**config.mk**
```make
export PLATFORM = sky130hd
export DESIGN_NAME = sys_bridge
export DESIGN_NICKNAME = d
export VERILOG_FILES = /design/src/rtl/sys_bridge_pkg.sv /design/src/rtl/sys_bridge_irq_ctrl.sv /design/src/rtl/sys_bridge.sv
export SDC_FILE = /design/constraint.sdc
export NUM_CORES = 1
export LEC_CHECK = 0
export CAP_MARGIN = 20
export CORE_UTILIZATION = 38
export DETAILED_ROUTE_END_ITERATION = 8
export PLACE_DENSITY_LB_ADDON = 0.3
export SETUP_SLACK_MARGIN = 0.1
export SLEW_MARGIN = 20
export SYNTH_ARGS = -nofsm -noshare
export SYNTH_HDL_FRONTEND = slang
export SYNTH_HIERARCHICAL = 1
export SYNTH_SLANG_ARGS = --single-unit
```
**constraint.sdc**
```tcl
create_clock -name clk -period 3.6 [get_ports clk]
set_clock_uncertainty 0.15 [all_clocks]
set_input_delay 0.72 -clock clk [delete_from_list [all_inputs] [get_ports clk]]
set_output_delay 0.72 -clock clk [all_outputs]
set_load 0.005 [all_outputs]
```
**src/rtl/sys_bridge_pkg.sv**
```systemverilog
// rtl/sys_bridge_pkg.sv - shared constants for the processor-bus bridge
// Holds the bridge register offsets, default address windows and the mapping
// of device index onto CP0 hardware interrupt lines.
package sys_bridge_pkg;

  localparam logic [31:0] DEV_BASE_DEFAULT = 32'h0000_7F00;
  localparam logic [31:0] REG_BASE_DEFAULT = 32'h0000_7F80;

  // Bridge register offsets, indexed by PrAddr[3:2].
  typedef enum logic [1:0] {
    REG_IRQ_PEND = 2'd0,
    REG_IRQ_MASK = 2'd1,
    REG_IRQ_MODE = 2'd2,
    REG_RSVD     = 2'd3
  } reg_off_e;

  // HWInt assignment: the bridge output bus is 6 bits wide and bit k drives
  // CP0 HWInt[k+HWINT_FIRST]; device i owns bridge bit i.
  localparam int HWINT_W     = 6;
  localparam int HWINT_FIRST = 2;

  function automatic int hwint_line(input int dev);
    return dev + HWINT_FIRST;
  endfunction

endpackage

```
**src/rtl/sys_bridge_irq_ctrl.sv**
```systemverilog
// rtl/sys_bridge_irq_ctrl.sv - interrupt pending/mask/mode registers and HWInt generation
// Ports:
//   clk, reset   clock, asynchronous active-high reset
//   dev_irq      raw device interrupt requests
//   reg_we       write strobe for the bridge register block
//   reg_off      register offset (PrAddr[3:2])
//   reg_wd       write data, only the low NDEV bits are meaningful
//   reg_rd       combinational read data of the addressed register (pre-write)
//   hwint        registered interrupt lines, bit i = device i
module sys_bridge_irq_ctrl
  import sys_bridge_pkg::*;
#(
  parameter int NDEV = 3
) (
  input  logic               clk,
  input  logic               reset,
  input  logic [NDEV-1:0]    dev_irq,
  input  logic               reg_we,
  input  logic [1:0]         reg_off,
  input  logic [NDEV-1:0]    reg_wd,
  output logic [31:0]        reg_rd,
  output logic [HWINT_W-1:0] hwint
);

  logic [NDEV-1:0] irq_q, pend, mask, mode;
  logic [NDEV-1:0] rise, w1c, pend_next, mask_next, mode_next;
  reg_off_e        off;

  assign off = reg_off_e'(reg_off);

  always_comb begin
    rise      = dev_irq & ~irq_q;
    w1c       = '0;
    mask_next = mask;
    mode_next = mode;
    if (reg_we) begin
      case (off)
        REG_IRQ_PEND: w1c       = reg_wd;
        REG_IRQ_MASK: mask_next = reg_wd;
        REG_IRQ_MODE: mode_next = reg_wd;
        default: ;
      endcase
    end
    // The current mode selects the rule, so a mode write only applies from
    // the following cycle. In edge mode a rise beats a simultaneous W1C.
    pend_next = (mode & (rise | (pend & ~w1c))) | (~mode & dev_irq);
  end

  always_comb begin
    reg_rd = '0;
    case (off)
      REG_IRQ_PEND: reg_rd = 32'(pend);
      REG_IRQ_MASK: reg_rd = 32'(mask);
      REG_IRQ_MODE: reg_rd = 32'(mode);
      default:      reg_rd = '0;
    endcase
  end

  always_ff @(posedge clk or posedge reset) begin
    if (reset) begin
      irq_q <= '0;
      pend  <= '0;
      mask  <= '0;
      mode  <= '0;
      hwint <= '0;
    end else begin
      irq_q <= dev_irq;
      pend  <= pend_next;
      mask  <= mask_next;
      mode  <= mode_next;
      // Uses the values being written this edge so a rise or an unmask is
      // visible on HWInt one clock later, not two.
      hwint <= HWINT_W'(pend_next & mask_next);
    end
  end

endmodule

```
**src/rtl/sys_bridge.sv**
```systemverilog
// rtl/sys_bridge.sv - CPU processor-bus bridge to NDEV peripherals plus IRQ block
// Ports:
//   clk, reset   clock, asynchronous active-high reset
//   PrAddr/PrWD/PrWe  CPU M-stage bus address, write data, write strobe
//   PrRD         registered read data (1-cycle latency, W-stage read-back)
//   HWInt        registered interrupt lines, bit k drives CP0 HWInt[k+2]
//   dev_addr/dev_wd/dev_we  device-side offset, write data, one-hot strobe
//   dev_rd       device read data, device i at [32i+31:32i]
//   dev_irq      raw device interrupt requests
module sys_bridge
  import sys_bridge_pkg::*;
#(
  parameter int          NDEV     = 3,
  parameter logic [31:0] DEV_BASE = DEV_BASE_DEFAULT,
  parameter logic [31:0] REG_BASE = REG_BASE_DEFAULT
) (
  input  logic                 clk,
  input  logic                 reset,
  input  logic [31:0]          PrAddr,
  input  logic [31:0]          PrWD,
  input  logic                 PrWe,
  output logic [31:0]          PrRD,
  output logic [HWINT_W-1:0]   HWInt,
  output logic [3:0]           dev_addr,
  output logic [31:0]          dev_wd,
  output logic [NDEV-1:0]      dev_we,
  input  logic [32*NDEV-1:0]   dev_rd,
  input  logic [NDEV-1:0]      dev_irq
);

  localparam logic [27:0] DEV_PAGE = DEV_BASE[31:4];
  localparam logic [27:0] REG_PAGE = REG_BASE[31:4];

  logic [NDEV-1:0] sel_dev;
  logic            sel_reg;
  logic [31:0]     reg_rd;
  logic [31:0]     rd_mux;

  always_comb begin
    sel_dev = '0;
    rd_mux  = '0;
    for (int i = 0; i < NDEV; i++) begin
      sel_dev[i] = (PrAddr[31:4] == DEV_PAGE + 28'(i));
      if (sel_dev[i]) rd_mux = dev_rd[32*i +: 32];
    end
    sel_reg = (PrAddr[31:4] == REG_PAGE);
    if (sel_reg) rd_mux = reg_rd;
  end

  assign dev_addr = PrAddr[3:0];
  assign dev_wd   = PrWD;
  // Strobes are held low while reset is high so no device sees a write
  // from an access that reset interrupted.
  assign dev_we   = (PrWe && !reset) ? sel_dev : '0;

  sys_bridge_irq_ctrl #(.NDEV(NDEV)) u_irq (
    .clk     (clk),
    .reset   (reset),
    .dev_irq (dev_irq),
    .reg_we  (PrWe && sel_reg),
    .reg_off (PrAddr[3:2]),
    .reg_wd  (PrWD[NDEV-1:0]),
    .reg_rd  (reg_rd),
    .hwint   (HWInt)
  );

  // Captured every cycle; register reads return the pre-write value.
  always_ff @(posedge clk or posedge reset) begin
    if (reset) PrRD <= '0;
    else       PrRD <= rd_mux;
  end

endmodule

```
## After elaboration in Yosys (flattened, before gate mapping)

Cells that the tools add are included.
Widths: inputs -> output; s select.

- Logic and storage cells: 37
- Register bits after elaboration: 50

- Reductions and logical operators: 5
- Multiplexer cells: 10
- Equality and inequality tests: 6
- Bitwise gates (word level): 10

Operators with widths:

| operator | number |
|---|---|
| $mux 32 | 4 |
| $eq 28x11->1 const B | 4 |
| $and 3x3->3 | 5 |
| $mux 3 | 5 |
| $not 3->3 | 3 |
| $pmux 3 s3 | 1 |
| $or 3x3->3 | 2 |
| $eq 2x1->1 const B | 1 |
| $eq 2x2->1 const B | 1 |
| $logic_and 1x1->1 | 2 |
| $logic_not 2->1 | 1 |
| $reduce_and 2->1 | 1 |
| $logic_not 1->1 | 1 |

## Longest topological paths before layout

Gate-level depths: netlist of the first run.

- Depth after elaboration: 9
- Mapped depth: 8
- Gate-level depth less buffers: 7

## Hierarchy

The synthesis of the first run kept the hierarchy.

Modules (own cells, without submodules):

| module | sequential area each (sq um) | times used | cells each | area each (sq um) |
|---|---|---|---|---|
| sys_bridge | 800.8 | 1 | 270 | 2446.1 |
| sys_bridge_irq_ctrl | 375.4 | 1 | 80 | 910.9 |

## Worst setup path after synthesis of the first run

Ideal clock, no wire load.

- Path kind: input to register
- Start: input port PrAddr[21]
- End: register u_irq.hwint[2]
- Required time: 3.333 ns
- Stages: 7
- Library setup time: 0.117 ns
- Arrival: 2.661 ns
- Slack: 0.672 ns
- Path through: or4_4 -> nor4_4 -> nand4_4 -> nor2_1 -> nand3b_4 -> mux2_4 -> and2_4

RTL lines:

| item | RTL line | RTL |
|---|---|---|
| start: declaration | sys_bridge.sv:19 | `input logic [31:0] PrAddr,` |
| $eq 28x11->1 | sys_bridge.sv:46 | `sel_reg = (PrAddr[31:4] == REG_PAGE);` |
| $logic_and 1x1->1 | sys_bridge.sv:60 | `.reg_we (PrWe && sel_reg),` |
| $mux 3 | sys_bridge_irq_ctrl.sv:36 | `if (reg_we) begin` |
| named net u_irq.mask_next[2] | sys_bridge_irq_ctrl.sv:26 | `logic [NDEV-1:0] rise, w1c, pend_next, mask_next, mode_next;` |
| $and 3x3->3 | sys_bridge_irq_ctrl.sv:73 | `hwint <= HWINT_W'(pend_next & mask_next);` |
| end signal: assignment | sys_bridge_irq_ctrl.sv:73 |  |
| end: declaration | sys_bridge_irq_ctrl.sv:22 | `output logic [HWINT_W-1:0] hwint` |

The timed path passes the listed nets, and every way through them passes these cells.
A chain may end at the register's enable or synchronous reset.

## Worst setup path after layout of the first run

- Start: input port PrAddr[20]
- End: output port dev_we[2]

- Longest elaborated chain between the ends: 2

Ends and longest elaborated chain:

| item | RTL line | RTL |
|---|---|---|
| $eq 28x11->1 | sys_bridge.sv:43 | `sel_dev[i] = (PrAddr[31:4] == DEV_PAGE + 28'(i));` |
| $mux 3 | sys_bridge.sv:54 | `assign dev_we = (PrWe && !reset) ? sel_dev : '0;` |
| end: declaration | sys_bridge.sv:26 | `output logic [NDEV-1:0] dev_we,` |

Every way passes these cells.

==> results of run 1 <==
[cells in the final DEF, fill, tap and decap left out, types with 2 or more instances in the layout]
master | Yosys | layout
nor2_1 | 34 | 33
a22oi_1 | 32 | 32
dfrtp_1 | 47 | 47
buf_4 | 68 | 10
nor4b_1 | 2 | 2
nand2_1 | 9 | 9
buf_2 | 3 | 2
o21ai_0 | 28 | 28
dlygate4sd2_1 | 0 | 3
inv_1 | 2 | 2
mux2i_1 | 35 | 35
clkdlybuf4s50_1 | 0 | 172
conb_1 | 1 | 32
nor4_4 | 1 | 2
clkbuf_8 | 0 | 5
nand4bb_1 | 3 | 3
mux2_4 | 3 | 3
o21ai_1 | 7 | 7
nand3b_1 | 32 | 32
and2_4 | 2 | 2
mux2_2 | 3 | 3
and4bb_1 | 2 | 2
a32o_2 | 2 | 2
[worst max-delay path by stage]
stage                                    end  slack (ns)        from  depth (start not counted)
global placement                   dev_we[2]       -0.16  PrAddr[21]                          6
global route                       dev_we[2]        0.10  PrAddr[21]                          6
CTS                                dev_we[2]        0.17  PrAddr[21]                          6
finish                             dev_we[2]        0.19  PrAddr[20]                          6
floorplan           u_irq/hwint[2]$_DFF_PP0_        0.67  PrAddr[21]                          7
detailed placement                 dev_we[2]       -0.18  PrAddr[21]                          6
[routing by layer]
layer / track usage (%) / wire length, um
met2: 39.4 / 5070
met5: 0 / 0
met1: 24.2 / 3730
met4: 5.47 / 158
met3: 4.50 / 786
[what timing repair did]
item | 4_1_cts | 5_1_grt
resized for setup | 5 | 0
setup endpoints to repair | 3 | 1
pin swaps | 2 | 1
[final cells by class]
class	instances	area, um^2
clock buffer	5	68.8
multi-input combinational	239	1680
fill	739	3440
tap	105	131
sequential	47	1180
clock inverter	3	46.3
timing repair buffer	187	1830
inverter	2	7.51
[logic make-up after synthesis]
group	after synthesis	share of synthesized area [%]
AND/OR/NAND/NOR	96	19.5
flip-flops	47	35.0
buffers and inverters	95	19.2
multiplexers	41	12.8
other	1	0.112
AO/OA/AOI/OAI	70	13.3
[per-stage QoR]
step	cell area [um^2]	hold WS, ns	power, mW	instances
3_3_place_gp	4810	0.353	0.834	580
4_1_cts	4940	0.394	1.24	588
2_1_floorplan	3470	0.337	0.711	381
6_report	4940	0.393	1.22	588
5_1_grt	4940	0.401	1.28	588
3_5_place_dp	4810	0.369	0.840	580
[worst register-to-register path: stages, from the launching register on]
cell and delay (ns):
dfrtp_1 0.40, mux2i_1 0.15, o21ai_0 0.10, a22oi_1 0.18
nor2_1 0.06
[state kept, by name (all words and copies together), names as in the netlist]
register / cells
u_irq/mask: 3
u_irq/pend: 3
u_irq/hwint: 3
PrRD: 32
u_irq/mode: 3
u_irq/irq_q: 3
[power groups by stage]
stage	logic, mW	clock network (mW)	registers, mW
after floorplan	0.169	0	0.542
after global placement	0.292	0	0.543
after detailed placement	0.297	0	0.543
after CTS	0.299	0.405	0.532
after global routing	0.324	0.427	0.533
final	0.296	0.396	0.532
==> results.md, run 1 <==
* Status: complete, no violations
* CP cell instances: clkdlybuf4s50_1 -> or4_4 -> nor4_4 -> nand4_4 -> and4bb_1 -> dlygate4sd2_1
* CTS buffer count at 5
* CP Class: in -> out
* Setup repair bufs after CTS at 0
* H-tree Lvls at 2
* Seq pwr share at 43.5%
* Gr usage total at 21.1%
* CORE AREA at about 0.0084 mm^2
* Reg2Reg Depth at 4
* Number of synthesized flops with an enable pin at 0
* Vias in the first global route at 2907
* Total grt overflow at 0
* GP Congestion at 0.790
* Slew @ Worst Pin at between 0.5 and 0.6 ns
* Unrepaired setup endpoints after global routing: false
* Critical path's slowest cell: or4_4
* Rows at 33
* Mapped Cells at 350
* Critical path endpoint category: output port
* Post-CTS Hold Buffers at 0
* CP max FO at 4
* Sw frac at approximately a quarter
* Max-slew headroom at approximately three fifths
* Reg2Reg Setup Slack at 2.45 ns
* Die area at between 0.009 and 0.01 mm^2
* Pwr/cell area at ~250 mW/mm^2
* Min cycle time layout at around 3.4 ns
* Max incr delay on CP at about 0.53 ns
* Area Overhead vs Synth at 47.1%
* Switching pwr at about 300 uW
* # nets final at ~650
* Setup ws final at roughly 0.19 ns
* Avg Inst Size Synth at about 9.6 um^2
* CP top delay family: simple AND/OR/NAND/NOR gates
* Internal Pwr Total at slightly above 900 uW
* Worst skew pair latency at roughly 0.30 ns
* Top cell type's share of synthesized area at a little over a third
* Clock slew at reported path FFs at 0.09 ns
* First-pass GRT wire length at ~15000 um
* Largest net degree at the start of global routing at roughly 50
* Max-cap violations at 0
* Final WL at about 9700 um
* DR iter-0 viols at 80
* Async S/R FF share, synth at 100%
* WL per Instance at 16.6 um
* Clock Path Buffers at 2
* Ys Warns at 6
* Worst path buffer plus inverter count at 2
* Achievable Freq at a little under 300 MHz
* Crit path required time at between 2 and 3 ns
* Max-slew violation count at 0
* R2R Path End: PrRD[0]$_DFF_PP0_
* Core Util, Final at between 50% and 60%
* Die Wd at about 96 um
* Synth Register Bits at 47
* I/O pin count at around 240
* CTS tree: done
* CP startpoint kind: input port
* Synthesized cell area at 0.00336 mm^2
* Worst Hold Depth at 1
* Vias post-DR at 2938
* DP HPWL at around 7500 um
* WP data arrival at between 2 and 3 ns
* Leak at between 2 and 2.5 nW
* Post-synth top cells: buf_4 (68), dfrtp_1 (47), mux2i_1 (35)
* Post-synthesis cell type count at 34
* Finish-stage setup viols at 0
* N_diodes at 0
* Routed vias/inst at ~5
* Starting Density at between 40% and 50%
* Logic gate share of total power at 24.2%
* Share of layout cells above drive strength 1 at 8.49%
* Seq/Total Area, Yosys at a little over a third
* Worst Hold Launch: u_irq/mask[1]$_DFF_PP0_
* Num Clock Sinks at 47
* Final period util at 94.7%
* Synth area leader: dfrtp_1
* IO buf count at approximately 180
* Pre-CTS setup slack at -0.178 ns
* Initial antenna violation count at 0
* Worst Hold Class: reg -> reg
* Cell with the most instances after synthesis: buf_4
* Top post-synthesis cells by area: dfrtp_1 (35%), buf_4 (15%), mux2i_1 (10%), a22oi_1 (7.2%), nand3b_1 (7.2%)
* Root Buffer: clkbuf_8
* Main flop type after synthesis: dfrtp_1
* Post-DRT Antenna Nets at 0
* Pre-Repair DR Iteration Count at 4
* Clock power frac at about a third
* Worst vdd rail ir drop at ~0.14 mV
* Die Ht at 96.0 um
* Fin. Hold Viols at 0
* Post-route DRC at 0
* Reg2Reg Launch Point: u_irq/mask[0]$_DFF_PP0_
* Hold worst-path end: u_irq/mask[1]$_DFF_PP0_
* Setup Total Neg Slack at 0 ns
(Power assumes the default switching activity.)
==> run 2, diff against run 1 <==
CORE_AREA = 2 2 94 96   (was not set)
CORE_UTILIZATION = not set   (was 38)
DIE_AREA = 0 0 96 98   (was not set)
SYNTH_HIERARCHICAL = not set   (was 1)
==> run 2 against run 1 <==
  * Flip-flop and latch count is the same
  * First-iteration DRC count fell by 25%
  * Fmax rose by 0.86%
  * Clock power is 22% lower
  * Die area is 2.1% higher
  * Sequential power is essentially flat
  * Wire length rose by 1.0%
  * Final cell count shrank 0.85%
  * Critical path type unchanged
==> results.md, run 2 <==
* Status: complete, no violations
* Top reg by flops: PrRD
* Post-synthesis cell type count at 35 (+2.9%)
* Number of synthesized flops with an enable pin at 0 (unchanged)
* Fin cells at 583 (-0.85%)
* Die Ht at 98 um (+2.1%)
* Total grt overflow at 0 (unchanged)
* Max incr delay on CP at 0.46 ns (-0.07 ns)
* Crit path required time at 2.73 ns (about the same)
* Finish-stage setup viols at 0 (unchanged)
* I/O pin count at 243 (unchanged)
* Pre-Repair DR Iteration Count at 4 (unchanged)
* Post-route DRC at 0 (unchanged)
* Max-slew headroom at 52.7% (-9.1 points)
* Setup repair bufs after CTS at 0 (unchanged)
* Main flop type after synthesis: dfrtp_1
* Hold Slack at 0.391 ns (-0.00164 ns)
* Min cycle time layout at 3.38 ns (-0.0289 ns)
* First-pass GRT wire length at 15300 um (+4.5%)
* CP startpoint kind: input port
* Ys Warns at 0 (-6)
* Top post-synthesis cells by area: dfrtp_1 (41%), mux2i_1 (12%), buf_4 (10%), nor2_1 (8.0%), a21oi_1 (5.6%)
* Rows at 34 (+3.0%)
* CP max FO at 5 (+1)
* Share of layout cells above drive strength 1 at 9.89% (+1.4 points)
* Final period util at 93.9% (-0.80 points)
* Most frequent cells in the layout: clkdlybuf4s50_1 (173), nor2_1 (61), dfrtp_1 (47)
* Area Overhead vs Synth at 63.3%
* DR iter-0 viols at 60 (-25%)
* GP Congestion at 0.872 (+10%)
* Post-DRT Antenna Nets at 0 (unchanged)
* Synth Register Bits at 47 (unchanged)
* CTS tree: done
* Worst skew pair latency at 0.29 ns (about the same)
* Post-synth top cells: nor2_1 (61), dfrtp_1 (47), buf_4 (39)
* Starting Density at 34.0% (-6.1 points)
* Worst Hold Class: reg -> reg
* Post-CTS Hold Buffers at 0 (unchanged)
* Synth area leader: dfrtp_1
* # nets final at 640 (-1.2%)
* Vias in the first global route at 3010 (+3.5%)
* # placed instances at 575 (-0.86%)
* Critical path endpoint category: output port
* Critical path's slowest cell: clkdlybuf4s50_1
* Unrepaired setup endpoints after global routing: false
* WP data arrival at 2.51 ns (-0.03 ns)
* CP cell instances: clkdlybuf4s50_1 -> nor4bb_4 -> and4_1 -> nand3_1 -> buf_4 -> nor4_1 -> dlygate4sd2_1
* CP top delay family: buffers and inverters
* Initial antenna violation count at 0 (unchanged)
* Avg Inst Size Synth at 8.96 um^2 (-6.6%)
* Pwr/cell area at 240 mW/mm^2 (-3.4%)
* Routed vias/inst at 4.81 (-3.8%)
* Worst vdd rail ir drop at 0.143 mV (+2.5%)
* CP Class: in -> out
* Gr usage total at 21.3% (+0.22 points)
* Worst path buffer plus inverter count at 3 (+1)
* Die area at 0.00941 mm^2 (+2.1%)
* WL per Instance at 16.9 um (+1.9%)
* Fin. Hold Viols at 0 (unchanged)
* Mapped Cells at 321 (-8.3%)
* Seq/Total Area, Yosys at 40.9% (+5.9 points)
* Leak at 2.02 nW (-3.0%)
* Cell with the most instances after synthesis: nor2_1
* Setup ws final at 0.221 ns (+0.0289 ns)
* Die Wd at 96 um (about the same)
* Async S/R FF share, synth at 100% (unchanged)
* Largest net degree at the start of global routing at 48 (-2.0%)
* Vias post-DR at 2802 (-4.6%)
* Max-cap violations at 0 (unchanged)
* Final WL at 9840 um (+1.0%)
* Clock Path Buffers at 2 (unchanged)
* Root Buffer: clkbuf_8
* Synthesized cell area at 0.00288 mm^2 (-14%)
* CORE AREA at 0.00847 mm^2 (+1.0%)
* Clock slew at reported path FFs at 0.09 ns (about the same)
* DP HPWL at 8130 um (+8.2%)
* CTS buffer count at 5 (unchanged)
* Slew @ Worst Pin at 0.702 ns (+0.131 ns)
* Top cell type's share of synthesized area at 40.9% (+5.9 points)
* Achievable Freq at 296 MHz (+0.86%)
* H-tree Lvls at 2 (unchanged)
* Commonest non-fill, non-tap cell in the layout: clkdlybuf4s50_1
* Num Clock Sinks at 47 (unchanged)
* IO buf count at 177 (unchanged)
* Pre-CTS setup slack at -0.156 ns (+0.0223 ns)
* N_diodes at 0 (unchanged)
* Max-slew violation count at 0 (unchanged)
* Largest register FFs at 32 (unchanged)
run 2: cells by family (layout without fill, tap and decap cells):
family,after synthesis,count (layout),share of synthesized area (%)
flops,47,47,40.9
compound gates,56,56,11.2
mux,38,38,13.4
other cells,1,3,0.130
simple gates,116,116,20.7
buf+inv,63,215,13.8
run 2: where the power goes:
| part | internal [mW] | switching, mW | total (mW) | leakage [nW] |
|---|---|---|---|---|
| clock | 0.136 | 0.174 | 0.310 | 0.0412 |
| sequential | 0.531 | 0.00139 | 0.532 | 0.643 |
| combinational | 0.183 | 0.101 | 0.284 | 1.34 |
| total | 0.849 | 0.277 | 1.13 | 2.02 |
run 2: worst min-delay path: cells and delay by family (launching register included):
| family | cells | cell delay, ns |
|---|---|---|
| flops | 1 | 0.40 |
| buf+inv | 1 | 0.06 |
| compound gates | 1 | 0.05 |
run 2: through the flow:
stage	cell area (um^2)	setup TNS, ns	total power, mW	util [%]
floorplan	2880	0	0.671	-
global placement	4590	-0.325	0.821	54.2
detailed placement	4590	-0.425	0.825	54.2
CTS	4700	0	1.14	55.5
global route	4700	0	1.19	55.5
finish	4700	0	1.13	55.5
run 2: final cells by class:
| cell class | count | area, um^2 |
|---|---|---|
| Clock inverter | 2 | 12.5 |
| Tap cell | 108 | 135 |
| Timing Repair Buffer | 199 | 1920 |
| Sequential cell | 47 | 1180 |
| Multi-Input combinational cell | 213 | 1350 |
| Clock buffer | 6 | 72.6 |
| Inverter | 8 | 30.0 |
| Fill cell | 782 | 3770 |
run 2: worst paths after layout:
check / startpoint / to / slack (ns) / cells after the start
worst max-delay path: PrAddr[20] / dev_we[1] / 0.22 / 7
worst min-delay path: u_irq.mask[0]$_DFF_PP0_ / u_irq.hwint[0]$_DFF_PP0_ / 0.39 / 2
worst max register to register: u_irq.mode[2]$_DFFE_PP0P_ / u_irq.hwint[2]$_DFF_PP0_ / 2.40 / 4
worst min register to register: u_irq.mask[0]$_DFF_PP0_ / u_irq.hwint[0]$_DFF_PP0_ / 0.39 / 2
max in group asynchronous: reset / PrRD[19]$_DFF_PP0_ / 2.13 / 3
min in group asynchronous: reset / u_irq.hwint[1]$_DFF_PP0_ / 0.78 / 3
run 2: timing repair:
action | in CTS | in global routing
resized for setup | 8 | 3
endpoints found under the setup margin | 3 | 1
pin swaps | 2 | 0
run 2: layer usage:
layer	share of wire (%)	up-vias	global-route usage, %
li1	-	1368	-
met1	37	1298	23.5
met2	52	126	36.8
met3	10	10	9.72
met4	1.4	0	5.38
met5	0	-	0
==> run 3, diff against run 2 <==
CORE_AREA = 2 2 93 95   (was 2 2 94 96)
CTS_BUF_LIST = sky130_fd_sc_hd__clkbuf_4   (was not set)
DIE_AREA = 0 0 95 97   (was 0 0 96 98)
==> run 3 against run 2 <==
  * Final cell count fell by 0.34%
  * Non-clock buffer count rose by 1
  * Largest power group unchanged
  * Clock-buffer cell count did not move
  * Flip-flop and latch count did not move
  * Wire length barely moved
  * Cell area rose by 0.19%
  * Worst hold slack improved by 0.015 ns
  * Clock power fell by 23%
  * Via count rose by 1.3%
  * Power fell by 6.0%
  * Combinational power barely moved
  * Die area fell by 2.1%
==> results.md, run 3 (synthesized netlist as in run 2, its figures left out) <==
* Status: complete, no violations
* Slew @ Worst Pin at 0.804 ns (+0.102 ns)
* Routed vias/inst at 4.88 (+1.6%)
* Largest register FFs at 32 (unchanged)
* Critical path's slowest cell: clkdlybuf4s50_1
* Fin cells at 581 (-0.34%)
* DP HPWL at 8010 um (-1.5%)
* Top reg by flops: PrRD
* Most frequent cells in the layout: clkdlybuf4s50_1 (172), nor2_1 (61), dfrtp_1 (47)
* Commonest non-fill, non-tap cell in the layout: clkdlybuf4s50_1
* Die Wd at 95 um (-1.0%)
* Worst skew pair latency at 0.35 ns (+0.06 ns)
* Largest net degree at the start of global routing at 48 (unchanged)
* CP startpoint kind: input port
* CORE AREA at 0.00813 mm^2 (-3.9%)
* Met2 Wirelength at 5470 um (+7.6%)
* Share of layout cells above drive strength 1 at 10.1% (+0.19 points)
* # nets final at 641 (+0.16%)
* CP cell instances: clkdlybuf4s50_1 -> nor4b_4 -> and4_4 -> nand3_1 -> buf_4 -> nor3b_4 -> dlygate4sd2_1
* I/O pin count at 243 (unchanged)
* Total grt overflow at 0 (unchanged)
* Unrepaired setup endpoints after global routing: false
* Min cycle time layout at 3.41 ns (+0.0274 ns)
* Worst vdd rail ir drop at 0.126 mV (-12%)
* Fill cell count at 733 (-6.3%)
* Max-slew headroom at 45.9% (-6.8 points)
* Starting Density at 35.4% (+1.4 points)
* Root Buffer: clkbuf_4
* Die area at 0.00922 mm^2 (-2.1%)
* Max incr delay on CP at 0.47 ns (about the same)
* First-pass GRT wire length at 15000 um (-2.1%)
* Pwr/cell area at 225 mW/mm^2 (-6.1%)
* Num Clock Sinks at 47 (unchanged)
* CTS tree: done
* Final period util at 94.6% (+0.76 points)
* Max-cap violations at 0 (unchanged)
* CP max FO at 2 (-3)
* Final WL at 9840 um (about the same)
* Setup Total Neg Slack at 0 ns (unchanged)
* Vias in the first global route at 2960 (-1.7%)
* GP Congestion at 0.803 (-7.9%)
* Clock power frac at 22.7% (-4.9 points)
* Post-route DRC at 0 (unchanged)
* IO buf count at 177 (unchanged)
* Clock Path Buffers at 2 (unchanged)
* Vias post-DR at 2838 (+1.3%)
* CP Class: in -> out
* Post-CTS Hold Buffers at 0 (unchanged)
* Gr usage total at 21.2% (-0.16 points)
* Sw frac at 24.9% (+0.32 points)
* Critical path endpoint category: output port
* Seq pwr share at 50.3% (+3.0 points)
* Achievable Freq at 294 MHz (-0.80%)
* Pre-CTS setup slack at -0.374 ns (-0.218 ns)
* WP data arrival at 2.54 ns (+0.03 ns)
* Max-slew violation count at 0 (unchanged)
* Initial antenna violation count at 0 (unchanged)
* Clock slew at reported path FFs at 0.13 ns (+0.04 ns)
* N_diodes at 0 (unchanged)
* Fin. Hold Viols at 0 (unchanged)
* Wl on met1 at 3450 um (-4.6%)
* WL per Instance at 16.9 um (+0.32%)
* Logic gate share of total power at 27.0% (+1.8 points)
* Worst Hold Class: reg -> reg
* Die Ht at 97 um (-1.0%)
* Met3 WL at 707 um (-29%)
* Crit path required time at 2.73 ns (about the same)
* Post-DRT Antenna Nets at 0 (unchanged)
* Core Util, Final at 57.9% (+2.4 points)
* Top sig layer: met4
* CTS buffer count at 5 (unchanged)
* Finish-stage setup viols at 0 (unchanged)
* H-tree Lvls at 2 (unchanged)
* Internal Pwr Total at 795 uW (-6.4%)
* Pre-Repair DR Iteration Count at 4 (unchanged)
* Rows at 33 (-2.9%)
* DR iter-0 viols at 47 (-22%)
* Area Overhead vs Synth at 63.6%
* Leak at 2.05 nW (+1.3%)
* # placed instances at 572 (-0.52%)
* Switching pwr at 264 uW (-4.7%)
* Setup ws final at 0.193 ns (-0.0274 ns)
run 3: area by class of cell:
class,instances,area (um^2),share of cell area [%]
inverter,8,30.0,0.638
clock buffer,6,45.0,0.957
tap,105,131,2.79
multi-input combinational,213,1380,29.3
clock inverter,2,7.51,0.159
sequential,47,1180,25.0
timing repair buffer,200,1940,41.2
run 3: per-layer routing:
metal,global-route usage (%),up-vias
met5,0,-
met4,6.24,0
met3,5.76,18
met2,40.2,141
met1,22.1,1304
li1,-,1375
run 3: worst paths after layout:
| check | cells after the start | slack, ns | startpoint | to |
|---|---|---|---|---|
| max | 7 | 0.19 | PrAddr[19] | dev_we[2] |
| min reg2reg | 2 | 0.41 | u_irq.mask[1]$_DFF_PP0_ | u_irq.hwint[1]$_DFF_PP0_ |
| max in group asynchronous | 3 | 2.21 | reset | PrRD[27]$_DFF_PP0_ |
| max reg2reg | 4 | 2.37 | u_irq.mode[0]$_DFFE_PP0P_ | u_irq.hwint[0]$_DFF_PP0_ |
| min in group asynchronous | 3 | 0.69 | reset | PrRD[0]$_DFF_PP0_ |
| min | 2 | 0.41 | u_irq.mask[1]$_DFF_PP0_ | u_irq.hwint[1]$_DFF_PP0_ |
run 3: per-stage QoR:
stage,area [um^2],power (mW),hold WS (ns)
after detailed placement,4580,0.824,0.386
after floorplan,2880,0.671,0.347
after global routing,4710,1.12,0.436
after CTS,4670,1.07,0.411
after global placement,4580,0.821,0.370
final,4710,1.06,0.407
run 3: critical path: cells and delay by family:
family	cells	cell delay, ns
buf+inv	3	0.89
simple gates	4	0.93
run 3: what timing repair did:
action	4_1_cts	5_1_grt
gates resized for setup	8	6
setup endpoints to repair	3	3
pin swaps	2	3
setup buffers	1	0
run 3: power groups by stage:
| stage | logic, mW | clock network (mW) | registers (mW) |
|---|---|---|---|
| finish | 0.286 | 0.240 | 0.533 |
| global route | 0.311 | 0.274 | 0.533 |
| CTS | 0.285 | 0.254 | 0.533 |
| detailed placement | 0.281 | 0 | 0.543 |
| global placement | 0.278 | 0 | 0.543 |
| floorplan | 0.128 | 0 | 0.542 |
